### config.mk
export PLATFORM = sky130hd
export DESIGN_NAME = seq_add32_ctrl
export DESIGN_NICKNAME = d
export VERILOG_FILES = /design/src/rtl/seq_add32_ctrl.sv
export SDC_FILE = /design/constraint.sdc
export NUM_CORES = 1
export LEC_CHECK = 0
export ABC_CLOCK_PERIOD_IN_PS = 1600
export CORE_MARGIN = 2
export CORE_UTILIZATION = 35
export DETAILED_ROUTE_END_ITERATION = 8
export HOLD_SLACK_MARGIN = 0.12
export REMOVE_ABC_BUFFERS = 1
export SLEW_MARGIN = 20
export SYNTH_ARGS = -nofsm -noshare
export SYNTH_HDL_FRONTEND = slang
export SYNTH_SLANG_ARGS = --single-unit
export TNS_END_PERCENT = 50
### constraint.sdc
create_clock -name clk -period 1.6 [get_ports clk]
set_input_delay 0.32 -clock clk [delete_from_list [all_inputs] [get_ports clk]]
set_output_delay 0.32 -clock clk [all_outputs]
set_load 0.05 [all_outputs]
### src/rtl/seq_add32_ctrl.sv
// seq_add32_ctrl: performs one 32-bit addition as four byte steps through a
// shared external 8-bit ripple-carry adder. IDLE accepts start, RUN walks
// bytes 0..3 (LSB first) and DONE issues a single-cycle completion pulse.
// Optional feature: define SEQ_ADD32_SUB_EN to add the 'op' port; op=1
// selects a - b by inverting b bytes and forcing the initial carry to 1.
module seq_add32_ctrl (
    input  logic        clk,
    input  logic        rst_n,
    input  logic        start,
    input  logic [31:0] a,
    input  logic [31:0] b,
    input  logic        cin,
`ifdef SEQ_ADD32_SUB_EN
    input  logic        op,
`endif
    output logic [7:0]  add_a,
    output logic [7:0]  add_b,
    output logic        add_cin,
    input  logic [7:0]  add_s,
    input  logic        add_cout,
    output logic        busy,
    output logic        done,
    output logic [31:0] sum,
    output logic        cout
);

    typedef enum logic [1:0] {
        IDLE = 2'd0,
        RUN  = 2'd1,
        DONE = 2'd2
    } state_t;

    state_t      state_r;
    state_t      state_s;
    logic [1:0]  idx_r;
    logic        carry_r;
    logic [31:0] a_lat_r;
    logic [31:0] b_lat_r;
    logic        cin_lat_r;
    logic        sub_r;
    logic [31:0] sum_r;
    logic        cout_r;
    logic        busy_r;
    logic        done_r;
    logic        sub_sel_s;
    logic        first_carry_s;
    logic [7:0]  a_byte_s;
    logic [7:0]  b_byte_s;

    // Byte lane selector shared by both operand paths.
    function automatic logic [7:0] byte_sel(input logic [31:0] word, input logic [1:0] lane);
        logic [7:0] res;
        case (lane)
            2'd0:    res = word[7:0];
            2'd1:    res = word[15:8];
            2'd2:    res = word[23:16];
            2'd3:    res = word[31:24];
            default: res = 8'h00;
        endcase
        return res;
    endfunction

`ifdef SEQ_ADD32_SUB_EN
    // Subtract mode selection and its initial carry, captured with the operands.
    always_comb begin
        sub_sel_s     = op;
        first_carry_s = op ? 1'b1 : cin;
    end
`else
    // Addition only: carry-in comes straight from cin.
    always_comb begin
        sub_sel_s     = 1'b0;
        first_carry_s = cin;
    end
`endif

    // Next-state logic for the IDLE -> RUN -> DONE -> IDLE sequence.
    always_comb begin
        state_s = state_r;
        case (state_r)
            IDLE: begin
                if (start) begin
                    state_s = RUN;
                end else begin
                    state_s = IDLE;
                end
            end
            RUN: begin
                if (idx_r == 2'd3) begin
                    state_s = DONE;
                end else begin
                    state_s = RUN;
                end
            end
            DONE:    state_s = IDLE;
            default: state_s = IDLE;
        endcase
    end

    // Adder operand drive: current byte lane in RUN, quiet zeros otherwise.
    always_comb begin
        a_byte_s = byte_sel(a_lat_r, idx_r);
        b_byte_s = byte_sel(b_lat_r, idx_r);
        add_a    = 8'h00;
        add_b    = 8'h00;
        add_cin  = 1'b0;
        if (state_r == RUN) begin
            add_a   = a_byte_s;
            add_b   = sub_r ? ~b_byte_s : b_byte_s;
            add_cin = (idx_r == 2'd0) ? cin_lat_r : carry_r;
        end else begin
            add_a   = 8'h00;
            add_b   = 8'h00;
            add_cin = 1'b0;
        end
    end

    // State, operand latches, byte-wise result accumulation and status flags.
    always_ff @(posedge clk or negedge rst_n) begin
        if (!rst_n) begin
            state_r   <= IDLE;
            idx_r     <= 2'd0;
            carry_r   <= 1'b0;
            a_lat_r   <= 32'h0000_0000;
            b_lat_r   <= 32'h0000_0000;
            cin_lat_r <= 1'b0;
            sub_r     <= 1'b0;
            sum_r     <= 32'h0000_0000;
            cout_r    <= 1'b0;
            busy_r    <= 1'b0;
            done_r    <= 1'b0;
        end else begin
            state_r <= state_s;
            busy_r  <= (state_s == RUN);
            done_r  <= (state_s == DONE);
            case (state_r)
                IDLE: begin
                    if (start) begin
                        a_lat_r   <= a;
                        b_lat_r   <= b;
                        cin_lat_r <= first_carry_s;
                        sub_r     <= sub_sel_s;
                        sum_r     <= 32'h0000_0000;
                        cout_r    <= 1'b0;
                        idx_r     <= 2'd0;
                        carry_r   <= 1'b0;
                    end else begin
                        idx_r <= 2'd0;
                    end
                end
                RUN: begin
                    case (idx_r)
                        2'd0:    sum_r[7:0]   <= add_s;
                        2'd1:    sum_r[15:8]  <= add_s;
                        2'd2:    sum_r[23:16] <= add_s;
                        2'd3:    sum_r[31:24] <= add_s;
                        default: sum_r        <= sum_r;
                    endcase
                    carry_r <= add_cout;
                    // idx 3 -> 0 happens only here, on the way into DONE.
                    idx_r   <= idx_r + 2'd1;
                    if (idx_r == 2'd3) begin
                        cout_r <= add_cout;
                    end else begin
                        cout_r <= cout_r;
                    end
                end
                DONE: begin
                    idx_r <= 2'd0;
                end
                default: begin
                    idx_r <= 2'd0;
                end
            endcase
        end
    end

    assign busy = busy_r;
    assign done = done_r;
    assign sum  = sum_r;
    assign cout = cout_r;

endmodule

==> results of run 1 <==
## registers in the layout, indices dropped and copies added (netlist names)
signal,flops
a_lat_r,32
b_lat_r,32
busy,1
carry_r,1
cin_lat_r,1
cout,1
done,1
idx_r,2
state_r,2
sum,32
## timing repair
item                                    CTS  global route
endpoints found under the setup margin   50           115
pin swaps                                14            14
setup buffers                             5             4
gates resized for setup                  60            17
endpoints found under the hold margin    24             0
hold buffers                              1             0
cloned                                    3             4
## where the power goes
group	internal (mW)	switching, mW
Combinational	5.49	5.76
Clock	1.09	0.943
Sequential	3.92	0.870
Total	10.5	7.57
## worst max-delay path by stage
stage,to,slack [ns],depth (start not counted)
2_1_floorplan,a_lat_r[0],-2.34,2
3_3_place_gp,add_b[1],-0.34,7
3_5_place_dp,b_lat_r[28],-0.36,4
6_report,add_a[6],-0.60,7
4_1_cts,add_a[5],-0.60,7
5_1_grt,add_b[7],-0.70,7
## layer usage
layer | up-vias | wire, um | share of wire | track usage
met1 | 1866 | 6140 | 0.46 | 0.246
met3 | 15 | 712 | 0.053 | 0.0472
met2 | 129 | 6350 | 0.48 | 0.292
li1 | 1697 | - | - | -
met4 | 0 | 163 | 0.012 | 0.0436
met5 | - | 0 | 0 | 0
## placed cells by master (no fill, tap or decap), drive strengths merged
cell type	n
mux2i	1
clkinv	2
nand2b	1
dlygate4sd3	1
nor2b	9
a221o	33
clkbuf	15
ha	4
a22oi	16
clkinvlp	1
mux2	65
and3b	33
clkdlybuf4s50	74
and2	5
o21bai	3
dfrtp	105
buf	108
o2bb2ai	1
a221oi	16
nor3b	1
dlymetal6s2s	1
a21oi	16
inv	21
nor2	5
## metrics by stage
stage,instance area [um2],hold WS [ns],util,setup TNS [ns],power (mW)
finish,7460,0.438,0.561,-10.78,18.1
floorplan,4610,0.0244,-,-181.60,9.94
detailed placement,6640,0.263,0.499,-31.64,14.5
global placement,6640,0.262,0.499,-29.82,14.3
global route,7460,0.466,0.561,-14.98,19.0
CTS,7280,0.434,0.547,-10.23,17.7
## cell families after synthesis
group	synth area share
AO/OA/AOI/OAI	0.148
flip-flops	0.551
AND/OR/NAND/NOR	0.0856
adder cells (fa/ha/maj)	0.0105
buffers and inverters	0.0488
multiplexers	0.156
## final cells by class
| type | count | area, um2 |
|---|---|---|
| clock buffers | 12 | 246 |
| clock inverters | 3 | 17.5 |
| fillers | 1125 | 5830 |
| inverters | 21 | 78.8 |
| multi-input cells | 209 | 2170 |
| flip-flops and latches | 105 | 2630 |
| well taps | 176 | 220 |
| repair buffers | 187 | 2100 |
## worst register-to-register path: stages, from the launching register on
cell and delay, ns:
dfrtp_1 0.41, inv_2 0.12, ha_4 0.25, buf_8 0.16, buf_6 0.10, buf_6 0.11, and3b_1 0.18, a221o_1 0.26
==> run summary, run 1 <==
### Status
- complete, but fails checks — result of the run
- negative setup slack — failing checks

### Floorplan
- 121 um — floorplan die width
- 42 — Std-Cell Rows
- 0.0133 mm2 — core box area
- 0.0146 mm2 — area of the die
- 121 um — height of the die
- 0.358 — initial core utilization
- 129 — IO Pins

### STA
- 2.20 ns — final worst path period need
- 0.743 — tightest slew margin relative to the limit
- 0 — final max-slew violation count
- 1.37 — fraction of the cycle the final worst path needs
- yes — unrepaired setup endpoints after global routing
- 0.00407 ns — Setup Skew
- 38 — Setup-failing EPs final
- 0.385 ns — worst-margin pin slew
- -0.599 ns — post-route worst setup slack
- 455 MHz — FMAX
- 0 — final number of hold-violating endpoints

### Clocking
- built — clock tree from TritonCTS
- clkbuf_16 — root buffer selected by CTS
- 105 — clock sink count
- 0.34 ns — clock latency on the worst-skew pair
- 3 — maximum level of the CTS H-tree
- 2 — buffer levels on the longest clock path
- 0.07 ns — clock-pin slew on the worst setup and hold paths
- 9 — total CTS buffers

### Setup path
- 0.41 ns — Critical Path Max Stage Delay
- dfrtp_1 — worst-path cell with the longest stage delay
- 1.28 ns — WP data required
- -0.11 ns — setup slack on the worst flop-to-flop path
- flip-flop — type of origin of the critical path
- inv_2, ha_4, buf_8, a21oi_1, a221oi_1, buf_4, buf_12 — series of cell instances along the critical path
- idx_r[1] — CP Launch Point
- reg -> out — critical path class
- primary output — critical path capture point type
- 7 — worst r2r path cells
- 1.88 ns — arrival time of data at the critical path endpoint
- idx_r[1] — Reg-to-Reg Start
- sum[5] — end of the worst register-to-register path
- 4 — Critical path buffers and inverters
- buffers and inverters — kind of cell with the highest combined delay on the critical path
- 9 — maximum fanout along the worst path

### Finish
- 713 — non-filler cells, final
- 614 — Final #Nets
- 56.6% — area grow syn2layout
- 0 — Antenna diodes
- 0.376 — proportion of layout cells with a drive suffix above 1

### Synthesis
- 0.551 — post-synthesis sequential area ratio
- 105 — flip-flop and latch count after synthesis
- 366 — gate count of the mapped netlist
- 23 — count of unique library cells instantiated by Yosys
- 0.551 — area share of the largest cell type after synthesis
- dfrtp_1, mux2_2, a221o_1, mux2_1, and3b_1 — largest cells by area after synthesis
- 13.0 um2 — average cell area after synthesis
- dfrtp_1 — top-count cell post-synth
- 1.00 — async set or reset register ratio after synthesis
- dfrtp_1, mux2_2, a221o_1, and3b_1, mux2_1 — top cells by count, synth
- dfrtp_1 — dominant cell type by area after synthesis
- 0 — number of enable flip-flop cells after synthesis
- 0.00477 mm2 — post-synthesis instance area
- 0 — synth warn
- dfrtp_1 — Most used DFF post-synth

### Placement
- 0.777 — weighted congestion at the end of routability-driven global placement
- 681 — cell total after placement
- 8970 um — placed wire-length estimate
- 128 — Port-buffer cells
- -0.356 ns — setup slack after placement

### Route
- 0 — # DRC
- 4 — drt pass-1 iters
- 18.7 um — average detailed-routed wire length per instance
- 3,707 — vias
- 176 — DRT iter0 DRCs
- 0 — Antenna Nets Post-Route
- 5.20 — Vias/cell
- 13,400 um — drt total wl

### Global routing
- 3,782 — vias in the first global route
- 0 — remaining global-route overflow
- 20,600 um — wire length of the first global-routing pass
- 49 — maximum number of pins on one net before global-route repair
- 0 — initial antenna violation count
- 0.182 — total routing usage reported by global routing

### Run
- 0 — Maximum Capacitance Violations

### Hold path
- in -> async — path category of the worst min-delay check

### Power
- 3.35 nW — Leak Pwr
- 2420 mW/mm2 — power density of the placed cells
- 1.39 mV — maximum vdd drop

No activity file was read; power rests on OpenSTA's default activity.
==> run 2, diff against run 1 <==
CORE_MARGIN = default   (was 2)
==> run 2 against run 1 <==
Against the previous run: the run still ends with negative setup slack left; cell area is 1.4% lower; worst setup slack better by 0.0033 ns; fmax is 0.15% higher; sequential power hardly changed; die area is 3.3% lower; cell count is 0.98% lower; non-clock buffer count is 6 lower; wire length is 4.7% lower; clock skew is 0.00079 ns higher; via count is 1.4% lower; combinational power hardly changed; highest routed layer unchanged.
==> run summary, run 2 (synthesized netlist as in run 1, its figures left out) <==
### Power
- 1.29 mV — maximum vdd drop
- 17.6 mW — Pwr Total
- 10.3 mW — internal power component
- 0.114 — clock group share of total power
- 2400 mW/mm2 — power density of the placed cells
- 0.617 — combinational share of power
- 0.270 — sequential group share of total power
- 3.28 nW — Leak Pwr
- 0.417 — share of total power consumed by net switching
- 7.37 mW — switching component of the power

### Setup path
- reg -> out — critical path class
- flip-flop — type of origin of the critical path
- 1.28 ns — WP data required
- 6 — maximum fanout along the worst path
- idx_r[0] — Reg-to-Reg Start
- -0.04 ns — setup slack on the worst flop-to-flop path
- 1.88 ns — arrival time of data at the critical path endpoint
- 7 — worst r2r path cells
- add_b[4] — critical path endpoint
- idx_r[0] — CP Launch Point
- sum[23] — end of the worst register-to-register path
- primary output — critical path capture point type

### Floorplan
- 0.0132 mm2 — core box area
- 0.0141 mm2 — area of the die
- 119 um — floorplan die width
- 42 — Std-Cell Rows
- 0.360 — initial core utilization
- 119 um — height of the die
- 129 — IO Pins

### Clocking
- 2 — buffer levels on the longest clock path
- 9 — total CTS buffers
- 105 — clock sink count
- built — clock tree from TritonCTS
- clkbuf_16 — root buffer selected by CTS
- 0.07 ns — clock-pin slew on the worst setup and hold paths
- 0.34 ns — clock latency on the worst-skew pair
- 3 — maximum level of the CTS H-tree

### STA
- -0.596 ns — post-route worst setup slack
- 0 — final max-slew violation count
- 2.20 ns — final worst path period need
- 27 — Setup-failing EPs final
- 0.00485 ns — Setup Skew
- 0 — final number of hold-violating endpoints
- yes — unrepaired setup endpoints after global routing
- 455 MHz — FMAX
- 0.627 — tightest slew margin relative to the limit
- 0.559 ns — worst-margin pin slew
- 0.489 ns — worst hold slack
- 1.37 — fraction of the cycle the final worst path needs

### Run
- 0 — Maximum Capacitance Violations

### Finish
- 0.00736 mm2 — Final Cell Area
- dfrtp_1, clkdlybuf4s50_1, buf_4 — commonest cells after routing, fill and taps aside
- 706 — non-filler cells, final
- 54.5% — area grow syn2layout
- 0.374 — proportion of layout cells with a drive suffix above 1
- dfrtp_1 — most common cell after layout, fill and taps aside
- 607 — Final #Nets
- 0 — Antenna diodes

### Route
- 0 — Antenna Nets Post-Route
- 18.0 um — average detailed-routed wire length per instance
- 0 — # DRC
- 5.18 — Vias/cell
- 4 — drt pass-1 iters
- 196 — DRT iter0 DRCs
- 12,700 um — drt total wl
- 3,654 — vias

### Placement
- 0.736 — weighted congestion at the end of routability-driven global placement
- 676 — cell total after placement
- 8360 um — placed wire-length estimate
- -0.358 ns — setup slack after placement
- 128 — Port-buffer cells
- 0.00663 mm2 — Placed Instance Area

### Global routing
- 3,737 — vias in the first global route
- 20,100 um — wire length of the first global-routing pass
- 0 — initial antenna violation count
- 0 — remaining global-route overflow
- 106 — maximum number of pins on one net before global-route repair
- 0.183 — total routing usage reported by global routing

### Status
- complete, but fails checks — result of the run
- negative setup slack — failing checks

### Hold path
- reg -> reg — path category of the worst min-delay check

==> run 2: cell count changes in the layout (fill, tap and decap cells not counted), sizes merged <==
| cell | change |
|---|---|
| clkinvlp | +1 |
| buf | -5 |
| clkinv | -2 |
| and2 | -1 |
==> run 2: power groups by stage <==
stage               registers [mW]  clock network [mW]  logic, mW
finish                        4.76                2.01       10.9
global route                  4.94                2.18       11.5
CTS                           4.73                2.07       10.5
detailed placement            4.73                   0       9.80
global placement              4.66                   0       9.68
floorplan                     5.76                   0       4.18
==> run 2: area by class of cell <==
cell class	count	area (um2)
repair buffers	181	2010
well taps	176	220
inverters	21	78.8
multi-input cells	208	2160
clock inverters	2	15.0
fillers	1121	5880
clock buffers	13	250
flip-flops and latches	105	2630
==> run 2: worst min-delay path by stage <==
| stage | from | end | slack [ns] | depth (start not counted) |
|---|---|---|---|---|
| floorplan | rst_n | a_lat_r[0] | 0.02 | 0 |
| global placement | rst_n | sum[21] | 0.43 | 2 |
| detailed placement | rst_n | sum[20] | 0.44 | 2 |
| CTS | a_lat_r[16] | a_lat_r[16] | 0.49 | 1 |
| global route | b_lat_r[2] | b_lat_r[2] | 0.51 | 1 |
| finish | b_lat_r[7] | b_lat_r[7] | 0.49 | 1 |
==> run 2: worst max-delay path, stage by stage, from the launching register on <==
cell and delay [ns]:
dfrtp_1 0.42, inv_2 0.13, ha_4 0.21, buf_16 0.14
a22oi_2 0.06, a221oi_2 0.27, buf_4 0.17, buf_12 0.12
==> run 2: routing by layer <==
layer / track usage / wire, um / vias up
met5: 0 / 0 / -
li1: - / - / 1685
met1: 0.255 / 5830 / 1834
met2: 0.285 / 5970 / 123
met3: 0.0492 / 839 / 12
met4: 0.0403 / 106 / 0
==> run 2: timing repair <==
| item | in CTS | in global routing |
|---|---|---|
| hold buffers | 1 | 0 |
| setup endpoints to repair | 50 | 100 |
| pin swaps | 24 | 11 |
| setup buffers | 5 | 7 |
| cloned | 1 | 3 |
| endpoints found under the hold margin | 105 | 0 |
| resized for setup | 52 | 17 |
==> run 2: metrics by stage <==
stage	setup TNS, ns	utilization
floorplan	-181.60	-
global placement	-27.66	0.500
detailed placement	-28.14	0.500
CTS	-9.59	0.543
global route	-12.58	0.556
finish	-9.65	0.556
==> run 3, diff against run 2 <==
ABC_CLOCK_PERIOD_IN_PS = 2200   (was 1600)
clock period = 2.2 ns   (was 1.6 ns; I/O delays follow)
==> run 3 against run 2 <==
Against the previous run: the flow still finishes with violations (negative setup slack); cell area fell by 2.2%; combinational power down 30%; first-iteration DRC count grew 14%; critical path type unchanged; largest cell class unchanged.
==> run summary, run 3 (synthesized netlist as in run 1, its figures left out) <==
### Setup path
- 1.76 ns — WP data required
- flip-flop — type of origin of the critical path
- 1.85 ns — arrival time of data at the critical path endpoint
- 4 — worst r2r path cells
- primary output — critical path capture point type
- idx_r[1] — CP Launch Point
- 12 — maximum fanout along the worst path
- state_r[0] — Reg-to-Reg Start
- reg -> out — critical path class

### Global routing
- 0 — remaining global-route overflow
- 0 — initial antenna violation count
- 68 — maximum number of pins on one net before global-route repair
- 20,600 um — wire length of the first global-routing pass
- 3,826 — vias in the first global route
- 0.191 — total routing usage reported by global routing

### Status
- complete, but fails checks — result of the run
- negative setup slack — failing checks

### Clocking
- 105 — clock sink count
- 0.07 ns — clock-pin slew on the worst setup and hold paths
- 9 — total CTS buffers
- built — clock tree from TritonCTS
- 2 — buffer levels on the longest clock path
- 0.34 ns — clock latency on the worst-skew pair
- 3 — maximum level of the CTS H-tree
- clkbuf_16 — root buffer selected by CTS

### Run
- 0 — Maximum Capacitance Violations

### Power
- 1.19 mV — maximum vdd drop
- 3.13 nW — Leak Pwr
- 1760 mW/mm2 — power density of the placed cells

### Floorplan
- 0.0132 mm2 — core box area
- 119 um — floorplan die width
- 129 — IO Pins
- 42 — Std-Cell Rows
- 119 um — height of the die
- 0.0141 mm2 — area of the die
- 0.360 — initial core utilization

### Placement
- 0.0935 ns — setup slack after placement
- 128 — Port-buffer cells
- 8560 um — placed wire-length estimate
- 0.00656 mm2 — Placed Instance Area
- 0.744 — weighted congestion at the end of routability-driven global placement

### Route
- 223 — DRT iter0 DRCs
- 3,604 — vias
- 5.22 — Vias/cell
- 12,800 um — drt total wl
- 0 — Antenna Nets Post-Route
- 4 — drt pass-1 iters
- 18.5 um — average detailed-routed wire length per instance
- 0 — # DRC

### STA
- 436 MHz — FMAX
- 2.29 ns — final worst path period need
- 0 — final number of hold-violating endpoints
- 1.04 — fraction of the cycle the final worst path needs
- 0.661 — tightest slew margin relative to the limit
- yes — unrepaired setup endpoints after global routing
- 0.506 ns — worst-margin pin slew
- 0 — final max-slew violation count
- -0.0916 ns — post-route worst setup slack
- -1.02 ns — Total Negative Setup Slacks
- 17 — Setup-failing EPs final
- 0.00344 ns — Setup Skew

### Hold path
- 1 — worst hold path stage count
- a_lat_r[21] — startpoint of the tightest hold check path
- reg -> reg — path category of the worst min-delay check

### Finish
- 0.00720 mm2 — Final Cell Area
- clkdlybuf4s50_1 — most common cell after layout, fill and taps aside
- 0 — Antenna diodes
- 592 — Final #Nets
- 51.0% — area grow syn2layout
- clkdlybuf4s50_1, dfrtp_1, mux2_2 — commonest cells after routing, fill and taps aside
- 0.260 — proportion of layout cells with a drive suffix above 1

-- run 3: cell types whose count changed in the layout (fill, tap and decap cells not counted), sizes merged, moves of 2 or more --
cell,previous run,this run
buf,103,55
clkdlybuf4s50,74,110
clkbuf,15,12
clkinv,0,2
clkinvlp,2,0
-- run 3: per-layer routing --
layer	part of all wire	vias up	global-route usage
li1	-	1660	-
met1	0.45	1811	0.247
met2	0.47	119	0.309
met3	0.060	14	0.0594
met4	0.012	0	0.0467
met5	0	-	0
-- run 3: path summary, 6_finish.rpt --
| check | endpoint | slack (ns) |
|---|---|---|
| worst min-delay path | a_lat_r[21] | 0.49 |
| worst max register to register | a_lat_r[31] | 0.41 |
| worst max-delay path | add_a[0] | -0.09 |
| max in group asynchronous | a_lat_r[31] | 1.04 |
| min in group asynchronous | sum[21] | 0.55 |
| worst min register to register | a_lat_r[21] | 0.49 |
-- run 3: cell type report --
cell class / count / area [um2]
inverters: 21 / 81.3
flip-flops and latches: 105 / 2630
clock buffers: 12 / 256
clock inverters: 3 / 40.0
fillers: 1134 / 6050
multi-input cells: 208 / 2110
repair buffers: 166 / 1860
well taps: 176 / 220
-- run 3: worst max-delay path, stage by stage, from the launching register on --
cell and delay (ns):
dfrtp_1 0.41, inv_2 0.12, ha_4 0.21, buf_12 0.16, a21oi_2 0.05, a221oi_4 0.27
buf_4 0.16, buf_12 0.12
-- run 3: power by group --
part	internal (mW)	switching, mW	total, mW
clock network	0.935	0.674	1.61
registers	2.85	0.563	3.42
logic	3.59	4.07	7.66
total	7.37	5.31	12.7
-- run 3: timing repair --
action / CTS / global route
setup endpoints to repair: 16 / 16
hold endpoints to repair: 24 / 0
pin swaps: 1 / 11
gates cloned: 3 / 0
buffers inserted: 2 / 3
resized for setup: 35 / 15
hold buffers: 1 / 0
-- run 3: stage by stage --
step	cells	hold WS, ns	util	power [mW]
after global placement	667	0.379	0.495	10.2
after floorplan	334	0.144	-	7.23
final	691	0.485	0.543	12.7
after CTS	688	0.480	0.536	12.5
after detailed placement	667	0.377	0.495	10.3
after global routing	691	0.507	0.543	13.3
